File: config.mk
export PLATFORM = sky130hd
export DESIGN_NAME = uart_bus_master_flat
export DESIGN_NICKNAME = d
export VERILOG_FILES = /design/src/rtl/uart_bus_master_pkg.sv /design/src/rtl/uart_bus_master_if.sv /design/src/rtl/uart_bus_master_bus_timeout.sv /design/src/rtl/uart_bus_master.sv /design/src/flat_wrapper.sv
export SDC_FILE = /design/constraint.sdc
export NUM_CORES = 1
export LEC_CHECK = 0
export CORE_UTILIZATION = 45
export CTS_CLUSTER_SIZE = 40
export DETAILED_ROUTE_END_ITERATION = 7
export PLACE_DENSITY_LB_ADDON = 0.05
export SYNTH_ARGS = -nofsm -noshare
export SYNTH_HDL_FRONTEND = slang
export SYNTH_SLANG_ARGS = --single-unit
export TNS_END_PERCENT = 100
File: constraint.sdc
create_clock -name clk -period 2.8 [get_ports clk]
set_clock_uncertainty 0.2 [all_clocks]
set_input_delay 0.28 -clock clk [delete_from_list [all_inputs] [get_ports clk]]
set_output_delay 0.28 -clock clk [all_outputs]
set_load 0.01 [all_outputs]
File: src/rtl/uart_bus_master_pkg.sv
// ============================================================
// uart_bus_master_pkg : opcodes, reply codes and FSM states
// Rev 1.0
// ============================================================
`default_nettype none

package uart_bus_master_pkg;

  localparam logic [7:0] OP_READ  = 8'h52;
  localparam logic [7:0] OP_WRITE = 8'h57;
  localparam logic [7:0] RSP_ACK  = 8'h06;
  localparam logic [7:0] RSP_NAK  = 8'h15;

  typedef enum logic [2:0] {
    ST_IDLE = 3'd0,
    ST_ADDR = 3'd1,
    ST_DATA = 3'd2,
    ST_BUS  = 3'd3,
    ST_RESP = 3'd4
  } state_t;

endpackage

`default_nettype wire

File: src/rtl/uart_bus_master_if.sv
// ============================================================
// uart_bus_master_if : UART byte streams and memory-bus initiator
// Rev 1.0
// ============================================================
`default_nettype none

interface uart_bus_master_if;
  logic        rx_valid;
  logic [7:0]  rx_data;
  logic        tx_valid;
  logic [7:0]  tx_data;
  logic        tx_ready;
  logic        mem_valid;
  logic        mem_ready;
  logic [31:0] mem_addr;
  logic [31:0] mem_wdata;
  logic [3:0]  mem_wstrb;
  logic [31:0] mem_rdata;

  modport master (
    input  rx_valid, rx_data, tx_ready, mem_ready, mem_rdata,
    output tx_valid, tx_data, mem_valid, mem_addr, mem_wdata, mem_wstrb
  );

  modport slave (
    output rx_valid, rx_data, tx_ready, mem_ready, mem_rdata,
    input  tx_valid, tx_data, mem_valid, mem_addr, mem_wdata, mem_wstrb
  );
endinterface

`default_nettype wire

File: src/rtl/uart_bus_master_bus_timeout.sv
// ============================================================
// bus_timeout : saturating wait counter, expired at TIMEOUT-1
// Rev 1.0
// ============================================================
`default_nettype none

module bus_timeout #(
  parameter int TIMEOUT = 1024
) (
  input  logic clk,
  input  logic rst,
  input  logic clr,
  input  logic en,
  output logic expired
);
  localparam int            W    = $clog2(TIMEOUT);
  localparam logic [W-1:0]  LAST = W'(TIMEOUT - 1);

  logic [W-1:0] count;

  always_ff @(posedge clk) begin
    if (rst || clr) begin
      count <= '0;
    end else if (en && count != LAST) begin
      count <= count + 1'b1;
    end
  end

  assign expired = (count == LAST);
endmodule

`default_nettype wire

File: src/rtl/uart_bus_master.sv
// ============================================================
// uart_bus_master : UART byte commands -> single-word bus transactions
// Rev 1.0
// ============================================================
`default_nettype none

module uart_bus_master
  import uart_bus_master_pkg::*;
#(
  parameter int TIMEOUT     = 1024,
  parameter bit ALIGN_CHECK = 1'b1
) (
  input  logic              clk,
  input  logic              rst,
  uart_bus_master_if.master bus,
  output logic              busy,
  output logic              overrun
);
  state_t      state, state_n;
  logic [1:0]  cnt, cnt_n, last, last_n;
  logic [31:0] addr, addr_n, wdata, wdata_n, resp, resp_n;
  logic        is_write, is_write_n, overrun_n;
  logic        expired;

  bus_timeout #(.TIMEOUT(TIMEOUT)) u_timeout (
    .clk     (clk),
    .rst     (rst),
    .clr     (state != ST_BUS),
    .en      (state == ST_BUS),
    .expired (expired)
  );

  always_ff @(posedge clk) begin
    if (rst) begin
      state    <= ST_IDLE;
      cnt      <= '0;
      last     <= '0;
      addr     <= '0;
      wdata    <= '0;
      resp     <= '0;
      is_write <= 1'b0;
      overrun  <= 1'b0;
    end else begin
      state    <= state_n;
      cnt      <= cnt_n;
      last     <= last_n;
      addr     <= addr_n;
      wdata    <= wdata_n;
      resp     <= resp_n;
      is_write <= is_write_n;
      overrun  <= overrun_n;
    end
  end

  always_comb begin
    state_n    = state;
    cnt_n      = cnt;
    last_n     = last;
    addr_n     = addr;
    wdata_n    = wdata;
    resp_n     = resp;
    is_write_n = is_write;
    overrun_n  = overrun;
    unique case (state)
      ST_IDLE: begin
        if (bus.rx_valid) begin
          cnt_n = '0;
          if (bus.rx_data == OP_READ || bus.rx_data == OP_WRITE) begin
            is_write_n = (bus.rx_data == OP_WRITE);
            state_n    = ST_ADDR;
          end else begin
            resp_n  = {24'h0, RSP_NAK};
            last_n  = 2'd0;
            state_n = ST_RESP;
          end
        end
      end
      ST_ADDR: begin
        if (bus.rx_valid) begin
          addr_n[{cnt, 3'b000} +: 8] = bus.rx_data;
          cnt_n = cnt + 2'd1;
          if (cnt == 2'd3) begin
            // Unaligned addresses are refused before any data bytes are taken
            if (ALIGN_CHECK && addr_n[1:0] != 2'b00) begin
              resp_n  = {24'h0, RSP_NAK};
              last_n  = 2'd0;
              state_n = ST_RESP;
            end else if (is_write) begin
              state_n = ST_DATA;
            end else begin
              state_n = ST_BUS;
            end
          end
        end
      end
      ST_DATA: begin
        if (bus.rx_valid) begin
          wdata_n[{cnt, 3'b000} +: 8] = bus.rx_data;
          cnt_n = cnt + 2'd1;
          if (cnt == 2'd3) state_n = ST_BUS;
        end
      end
      ST_BUS: begin
        if (bus.rx_valid) overrun_n = 1'b1;
        if (bus.mem_ready) begin
          resp_n  = is_write ? {24'h0, RSP_ACK} : bus.mem_rdata;
          last_n  = is_write ? 2'd0 : 2'd3;
          cnt_n   = '0;
          state_n = ST_RESP;
        end else if (expired) begin
          resp_n  = {24'h0, RSP_NAK};
          last_n  = 2'd0;
          cnt_n   = '0;
          state_n = ST_RESP;
        end
      end
      ST_RESP: begin
        if (bus.rx_valid) overrun_n = 1'b1;
        if (bus.tx_ready) begin
          if (cnt == last) begin
            cnt_n   = '0;
            state_n = ST_IDLE;
          end else begin
            cnt_n = cnt + 2'd1;
          end
        end
      end
      default: state_n = ST_IDLE;
    endcase
  end

  assign busy          = (state != ST_IDLE);
  assign bus.mem_valid = (state == ST_BUS);
  assign bus.mem_addr  = addr;
  assign bus.mem_wdata = wdata;
  assign bus.mem_wstrb = (state == ST_BUS && is_write) ? 4'hF : 4'h0;
  assign bus.tx_valid  = (state == ST_RESP);
  assign bus.tx_data   = (state == ST_RESP) ? resp[{cnt, 3'b000} +: 8] : 8'h00;
endmodule

`default_nettype wire

File: src/flat_wrapper.sv
// flat-port wrapper written by rule: the top's interface ports become plain ports
module uart_bus_master_flat import uart_bus_master_pkg::*;
#(
  parameter int TIMEOUT     = 1024,
  parameter bit ALIGN_CHECK = 1'b1
)
  (clk, rst, busy, overrun, bus_rx_valid, bus_rx_data, bus_tx_ready, bus_mem_ready, bus_mem_rdata, bus_tx_valid, bus_tx_data, bus_mem_valid, bus_mem_addr, bus_mem_wdata, bus_mem_wstrb);
  uart_bus_master_if bus_i ();
  input  logic clk;
  input  logic rst;
  output logic busy;
  output logic overrun;
  input wire logic [$bits(bus_i.rx_valid)-1:0] bus_rx_valid;
  input wire logic [$bits(bus_i.rx_data)-1:0] bus_rx_data;
  input wire logic [$bits(bus_i.tx_ready)-1:0] bus_tx_ready;
  input wire logic [$bits(bus_i.mem_ready)-1:0] bus_mem_ready;
  input wire logic [$bits(bus_i.mem_rdata)-1:0] bus_mem_rdata;
  output wire logic [$bits(bus_i.tx_valid)-1:0] bus_tx_valid;
  output wire logic [$bits(bus_i.tx_data)-1:0] bus_tx_data;
  output wire logic [$bits(bus_i.mem_valid)-1:0] bus_mem_valid;
  output wire logic [$bits(bus_i.mem_addr)-1:0] bus_mem_addr;
  output wire logic [$bits(bus_i.mem_wdata)-1:0] bus_mem_wdata;
  output wire logic [$bits(bus_i.mem_wstrb)-1:0] bus_mem_wstrb;
  assign bus_i.rx_valid = bus_rx_valid;
  assign bus_i.rx_data = bus_rx_data;
  assign bus_i.tx_ready = bus_tx_ready;
  assign bus_i.mem_ready = bus_mem_ready;
  assign bus_i.mem_rdata = bus_mem_rdata;
  assign bus_tx_valid = bus_i.tx_valid;
  assign bus_tx_data = bus_i.tx_data;
  assign bus_mem_valid = bus_i.mem_valid;
  assign bus_mem_addr = bus_i.mem_addr;
  assign bus_mem_wdata = bus_i.mem_wdata;
  assign bus_mem_wstrb = bus_i.mem_wstrb;
  uart_bus_master #(.TIMEOUT(TIMEOUT), .ALIGN_CHECK(ALIGN_CHECK)) u_core (.clk(clk), .rst(rst), .bus(bus_i), .busy(busy), .overrun(overrun));
endmodule
==> results of run 1 <==
## power breakdown
group          total [mW]  switching (mW)  internal (mW)
clock network        2.03           0.720           1.31
logic                1.57           0.924          0.641
registers            1.75          0.0454           1.71
## cell type report
cell class	instances	area, µm²	share of cell area, %
clock buffers	24	501.7	6.923
clock inverters	5	52.55	0.7251
inverters	11	41.29	0.5698
multi-input cells	436	2763	38.12
flip-flops and latches	114	2282	31.49
well taps	143	178.9	2.469
repair buffers	147	1428	19.70
## metrics by stage
stage / power (mW) / worst slack [ns] / hold WS [ns] / area (µm²) / cells
floorplan: 2.842 / 0.1932 / 0.2206 / 5396 / 624
global placement: 3.290 / 0.4483 / 0.2433 / 6689 / 851
CTS: 5.347 / 0.05358 / 0.1100 / 7243 / 880
global route: 5.607 / 0.05351 / 0.1259 / 7247 / 880
finish: 5.352 / 0.1314 / 0.1163 / 7247 / 880
detailed placement: 3.322 / 0.3615 / 0.2463 / 6689 / 851
## cell usage in the layout (no fill, tap or decap), types with 5 or more instances in the layout
| cell | Yosys | layout |
|---|---|---|
| a2111oi_0 | 28 | 28 |
| a211oi_1 | 31 | 31 |
| a21oi_1 | 100 | 99 |
| a22oi_1 | 7 | 7 |
| and2_1 | 15 | 15 |
| buf_4 | 10 | 22 |
| clkbuf_16 | 0 | 17 |
| clkbuf_8 | 0 | 5 |
| clkdlybuf4s50_1 | 0 | 123 |
| dfxtp_1 | 114 | 114 |
| ha_1 | 5 | 5 |
| inv_1 | 10 | 10 |
| mux4_2 | 8 | 8 |
| nand2_1 | 73 | 73 |
| nand3_1 | 52 | 52 |
| nand4_1 | 13 | 13 |
| nor2_1 | 21 | 21 |
| nor3_1 | 7 | 7 |
| o21ai_0 | 6 | 6 |
| o31ai_1 | 5 | 5 |
| or4_1 | 5 | 5 |
## sequential cells by signal, summed over array words and instances, names as in the netlist, 2 cells and up
name,cells
u_core.bus.mem_wdata,32
u_core.state,3
u_core.resp,32
u_core.cnt,2
u_core.bus.mem_addr,32
u_core.u_timeout.count,10
## kinds of logic (layout without fill, tap and decap cells)
family	Yosys count	after routing	synth area share, %
AND/OR/NAND/NOR	221	221	21.86
AO/OA/AOI/OAI	194	194	23.21
XOR/XNOR	4	4	0.6493
flip-flops	114	114	42.29
adder cells (fa/ha/maj)	5	5	1.159
multiplexers	12	12	4.127
buffers and inverters	74	187	6.701
## how the worst min path moves through the flow
stage | from | endpoint | slack [ns] | depth (start not counted)
detailed placement | u_core.bus.mem_wdata[3] | u_core.bus.mem_wdata[3] | 0.25 | 2
global placement | u_core.bus.mem_wdata[0] | u_core.bus.mem_wdata[0] | 0.24 | 2
floorplan | bus_rx_valid | u_core.overrun | 0.22 | 2
CTS | rst | u_core.overrun | 0.11 | 2
global route | rst | u_core.overrun | 0.13 | 2
finish | rst | u_core.overrun | 0.12 | 2
## per-layer routing
| layer | vias up | global-route usage (%) | wire (µm) |
|---|---|---|---|
| met4 | 0 | 9.550 | 238 |
| met2 | 197 | 39.46 | 7140 |
| li1 | 2511 | - | - |
| met1 | 2537 | 34.82 | 7219 |
| met5 | - | 0 | 0 |
| met3 | 23 | 7.512 | 1108 |
## critical path: cells and delay by family, from the launching register on
| family | cells | cell delay [ns] |
|---|---|---|
| buffers and inverters | 2 | 0.71 |
| multiplexers | 1 | 0.55 |
| flip-flops | 1 | 0.34 |
| AND/OR/NAND/NOR | 1 | 0.18 |
==> metrics.md, run 1 <==
| Metric | Value |
|---|---|
| Final Setup Violations | 0 |
| Fraction of layout cells with a size suffix above 1 | between 10% and 20% |
| Status | finished with violations |
| Max-Cap Viols | 0 |
| Flop2flop setup slack | 0.30 ns |
| Final nets | 777 |
| Drt total wl | about 16000 µm |
| Cts hold-fix bufs | 0 |
| WP data arrival | around 2.2 ns |
| Worst-path clk slew | about 0.050 ns |
| IO buf count | 124 |
| DPL Wire Length | approximately 10000 µm |
| Element type at the critical path end | output pin |
| GRT Total Usage | between 20% and 30% |
| Post-synth ARST share | 0% |
| WS Path Type | flip-flop to output pin |
| Root Buffer | clkbuf_16 |
| Clock sinks | between 100 and 150 |
| Vias in the first global route | approximately 4900 |
| IO Pins | ~130 |
| Initial DRC Count | 358 |
| TritonRoute pass-1 iters | 7 |
| Top cells by count, synth | 114 x dfxtp_1, 100 x a21oi_1, 73 x nand2_1 |
| Tightest Pin Transition | roughly 1.1 ns |
| Hold Crit Class | primary input to flip-flop |
| Post-synthesis sequential area ratio | between 40% and 50% |
| Cell breakdown of the critical path | buf_6 -> mux4_2 -> and2_1 -> clkdlybuf4s50_1 |
| Mapped Nets | slightly below 700 |
| Critical R2R Launch | u_core.u_timeout.count[0] |
| Die ar. | between 10000 and 15000 µm² |
| Startpoint types | flip-flop |
| Fillers | a little over 1000 |
| Number of distinct library cells after synthesis | 65 |
| Max Fanout on Critical Path | 19 |
| Fin. max-slew vios | 0 |
| Layout area overhead | 34.29% |
| Placer Congestion | about 0.80 |
| Slew margin rel. | about 28% |
| Pin count of the biggest net entering global routing | 60 |
| Post-CTS sizing | 0 |
| Minimum clock period | 2.669 ns |
| Ys Warns | 0 |
| Clk Latency, worst-skew pair | 0.42 ns |
| Violated checks | design-rule violations |
| Crit-path slowest cell | mux4_2 |
| CP startpoint | u_core.cnt[0] |
| CTS tree | built |
| Site Rows | 39 |
| Top post-synthesis cells by area | dfxtp_1 42%, a21oi_1 9.3%, nand2_1 5.1%, nand3_1 4.8%, a2111oi_0 4.5% |
| Cell with the most instances after synthesis | dfxtp_1 |
| Yosys top cell by area | dfxtp_1 |
| Pwr Density | about 740 nW/µm² |
| H-Tree Depth | 4 |
| Die H | between 100 and 150 µm |
| F_max | 374.7 MHz |
| Mapped Cells | around 620 |
| Initial antenna violation count | 0 |
| Crit-path max cell delay | about 0.55 ns |
| Post-DR vias/cell | between 5 and 6 |
| Diode count | 0 |
| Critical Path End | bus_tx_data[2] |
| Synth Flop Type | dfxtp_1 |
| Residual DRC | 7 |
| Period utilization | 95.31% |
| First-pass GRT wire length | approximately 25000 µm |
| R2R depth | 5 |
| Post-CTS Setup Bufs | 0 |
| Core area | 11560 µm² |
| Final Hold Viols | 0 |
| Layout Utilization | a little over three fifths |
| Starting density of the core | between 40% and 50% |
| Grt total ovfl | 0 |
| RSZ-0062 raised after global routing | no |
| Worst EP required | 2.32 ns |
| Fin Setup TNS | 0 ns |
| Static leakage | between 2 and 2.5 nW |
| WL/cell | around 18 µm |
| EDFF count, synth | 0 |
| R2r endpoint | u_core.cnt[0] |
| DIE WIDTH | around 110 µm |
| Final ANT Viol Nets | 0 |
| Syn avg cell area | about 8.6 µm² |
| Yosys top cell area share | a little over two fifths |
| Synthesized area | ~5400 µm² |
| Seq cells post-synth | about 110 |
| Peak supply drop | 0.4777 mV |
| CTS Buf Count | 17 |
| CTS max path bufs | 2 |
| Vias | around 5300 |
No activity file was read; power rests on OpenSTA's default activity.
==> inputs of run 2 (changes only) <==
--- a/config.mk
+++ b/config.mk
@@ -12,4 +12,3 @@
 export SYNTH_ARGS = -nofsm -noshare
 export SYNTH_HDL_FRONTEND = slang
 export SYNTH_SLANG_ARGS = --single-unit
-export TNS_END_PERCENT = 100
==> results of run 2 <==
Final layout, timing and power as in run 1 (identical DEF).
==> inputs of run 3 (changes only) <==
--- a/config.mk
+++ b/config.mk
@@ -8,7 +8,9 @@
 export CORE_UTILIZATION = 45
 export CTS_CLUSTER_SIZE = 40
 export DETAILED_ROUTE_END_ITERATION = 7
+export GPL_TIMING_DRIVEN = 0
 export PLACE_DENSITY_LB_ADDON = 0.05
+export RECOVER_POWER = 25
 export SYNTH_ARGS = -nofsm -noshare
 export SYNTH_HDL_FRONTEND = slang
 export SYNTH_SLANG_ARGS = --single-unit
==> constraint.sdc (replaced) <==
create_clock -name clk -period 2.2 [get_ports clk]
set_clock_uncertainty 0.2 [all_clocks]
set_input_delay 0.22 -clock clk [delete_from_list [all_inputs] [get_ports clk]]
set_output_delay 0.22 -clock clk [all_outputs]
set_load 0.01 [all_outputs]
==> metrics.md, run 3 (synthesis results as in run 1) <==
| Metric | Value |
|---|---|
| Status | finished with violations |
| Violated checks | design-rule violations, negative setup slack |
| CTS tree | built |
| PnR worst setup slack | -0.1323 ns (-0.2637 ns) |
| Vias | 5689 (+8.0%) |
| Grt total ovfl | 0 (unchanged) |
| DPL Wire Length | 11620 µm (+12%) |
| IO buf count | 118 (-4.8%) |
| Register area | 2293 µm² (+0.49%) |
| WP depth | 9 (+5) |
| Slew margin rel. | 47.09% (+19 points) |
| CTS max path bufs | 2 (unchanged) |
| Static leakage | 2.887 nW (+22%) |
| Drt total wl | 18000 µm (+15%) |
| Clock sinks | 114 (unchanged) |
| Clk Latency, worst-skew pair | 0.42 ns (about the same) |
| Peak supply drop | 0.6224 mV (+30%) |
| Placer Congestion | 0.8414 (+4.8%) |
| Fillers | 884 (-13%) |
| Hold Crit Class | primary input to flip-flop |
| Max-Cap Viols | 0 (unchanged) |
| Core area | 11560 µm² (unchanged) |
| Diode count | 0 (unchanged) |
| Initial DRC Count | 583 (+63%) |
| Site Rows | 39 (unchanged) |
| Commonest non-fill, non-tap cell in the layout | dfxtp_1 |
| Hold Slack | 0.1071 ns (-0.009143 ns) |
| CTS Buf Count | 17 (unchanged) |
| Fraction of layout cells with a size suffix above 1 | 25.75% (+14 points) |
| GRT Total Usage | 28.65% (+2.8 points) |
| Die ar. | 12430 µm² (unchanged) |
| Flop2flop setup slack | -0.13 ns (-0.43 ns) |
| Starting density of the core | 46.66% (unchanged) |
| TritonRoute pass-1 iters | 7 (unchanged) |
| IO Pins | 125 (unchanged) |
| Initial antenna violation count | 0 (unchanged) |
| Worst EP required | 2.27 ns (-0.05 ns) |
| Delay-heaviest family, CP | compound AO/OA/AOI/OAI gates |
| Crit-path slowest cell | or3b_4 |
| RSZ-0062 raised after global routing | yes |
| Die H | 111.5 µm (unchanged) |
| Inst Count DP | 885 (+4.0%) |
| Max Fanout on Critical Path | 7 (-12) |
| H-Tree Depth | 4 (unchanged) |
| Period utilization | 106.0% |
| First-pass GRT wire length | 27820 µm (+10%) |
| Most frequent cells in the layout | 107 x dfxtp_1, 97 x a21oi_1, 73 x nand2_1 |
| WL/cell | 19.09 µm (+6.9%) |
| Fin. max-slew vios | 0 (unchanged) |
| Layout Utilization | 69.75% (+7.1 points) |
| Final nets | 837 (+7.7%) |
| Cell breakdown of the critical path | buf_6 -> buf_12 -> inv_8 -> ha_4 -> or3b_4 -> o221ai_4 -> o311a_4 -> buf_6 -> a211oi_2 |
| Vias in the first global route | 5282 (+7.9%) |
| Minimum clock period | 2.332 ns |
| Crit-path max cell delay | 0.40 ns (-0.15 ns) |
| CP Buf/Inv Count | 4 (+2) |
| Startpoint types | flip-flop |
| Root Buffer | clkbuf_16 |
| Pin count of the biggest net entering global routing | 17 (-72%) |
| Tightest Pin Transition | 0.7936 ns (-0.2767 ns) |
| DIE WIDTH | 111.5 µm (unchanged) |
| WS Path Type | flip-flop to flip-flop |
| Element type at the critical path end | flip-flop |
| Layout area overhead | 49.48% |
| WP data arrival | 2.40 ns (+0.21 ns) |
| Hold Path Stages | 3 (+1) |
| Area of the multi-input gates | 3191 µm² (+15%) |
| Fin cells | 943 (+7.2%) |
| Final Setup Violations | 38 (+38) |
| R2R depth | 9 (+4) |
| Worst-path clk slew | 0.05 ns (about the same) |
| Worst path most repeated cell | buf_6 |
| F_max | roughly 430 MHz |
| Final ANT Viol Nets | 0 (unchanged) |
| Pwr Density | 974.6 nW/µm² (+32%) |
| Final Hold Viols | 0 (unchanged) |
| Residual DRC | 8 (+1) |
| Post-DR vias/cell | 6.033 (+0.78%) |
[run 3: changes by cell type in the layout (fill, tap and decap cells not counted), sizes merged]
cell,before,now
dlymetal6s2s,0,2
clkdlybuf4s50,123,68
clkbuf,24,61
buf,24,61
clkinv,3,5
dlygate4sd2,0,3
clkinvlp,1,0
dlygate4sd3,0,38
[run 3: path summary, 6_finish.rpt]
check / to / start
worst max-delay path: u_core.resp[15] / u_core.cnt[0]
worst min-delay path: u_core.bus.mem_addr[23] / bus_rx_data[7]
worst max register to register: u_core.resp[15] / u_core.cnt[0]
worst min register to register: u_core.bus.mem_addr[12] / u_core.bus.mem_addr[12]
[run 3: timing repair]
action,CTS,global route
endpoints found under the setup margin,90,85
pin swaps,7,10
cloned,3,1
resized for setup,149,45
setup buffers,15,7
endpoints found under the hold margin,6,0
hold buffers,2,0
[run 3: through the flow]
stage | total power, mW | setup slack (ns) | cell area (µm²) | TNS [ns]
2_1_floorplan | 3.651 | 0.009289 | 5429 | 0
3_3_place_gp | 4.229 | -0.3190 | 6789 | -18.72
3_5_place_dp | 4.277 | -0.3243 | 6789 | -19.66
4_1_cts | 7.520 | -0.1677 | 7844 | -3.396
5_1_grt | 8.170 | -0.1662 | 8066 | -5.526
6_report | 7.862 | -0.1323 | 8066 | -4.059
[run 3: per-layer routing]
layer	up-vias	routed length, µm	GRT usage [%]
li1	2646	-	-
met1	2719	7754	38.40
met2	299	8603	46.25
met3	25	1434	6.859
met4	0	209	7.658
met5	-	0	0
[run 3: final cells by class]
cell class	count	area share [%]
Inverter	11	0.6360
Clock buffer	26	5.941
Multi-Input combinational cell	436	39.55
Clock inverter	6	0.6825
Sequential cell	114	28.43
Timing Repair Buffer	145	17.74
Tap cell	143	2.218
Buffer	62	4.793
[run 3: worst min-delay path, cell delays in order]
cell      delay (ns)
clkbuf_1        0.25
nand3_1         0.14
a21oi_1         0.06
[run 3: where the power goes]
| group | switching, mW | leakage, nW | internal [mW] | total (mW) |
|---|---|---|---|---|
| Combinational | 1.66 | 1.70 | 1.39 | 3.05 |
| Sequential | 0.100 | 0.923 | 2.18 | 2.28 |
| Clock | 0.931 | 0.266 | 1.60 | 2.53 |
| Total | 2.69 | 2.89 | 5.17 | 7.86 |
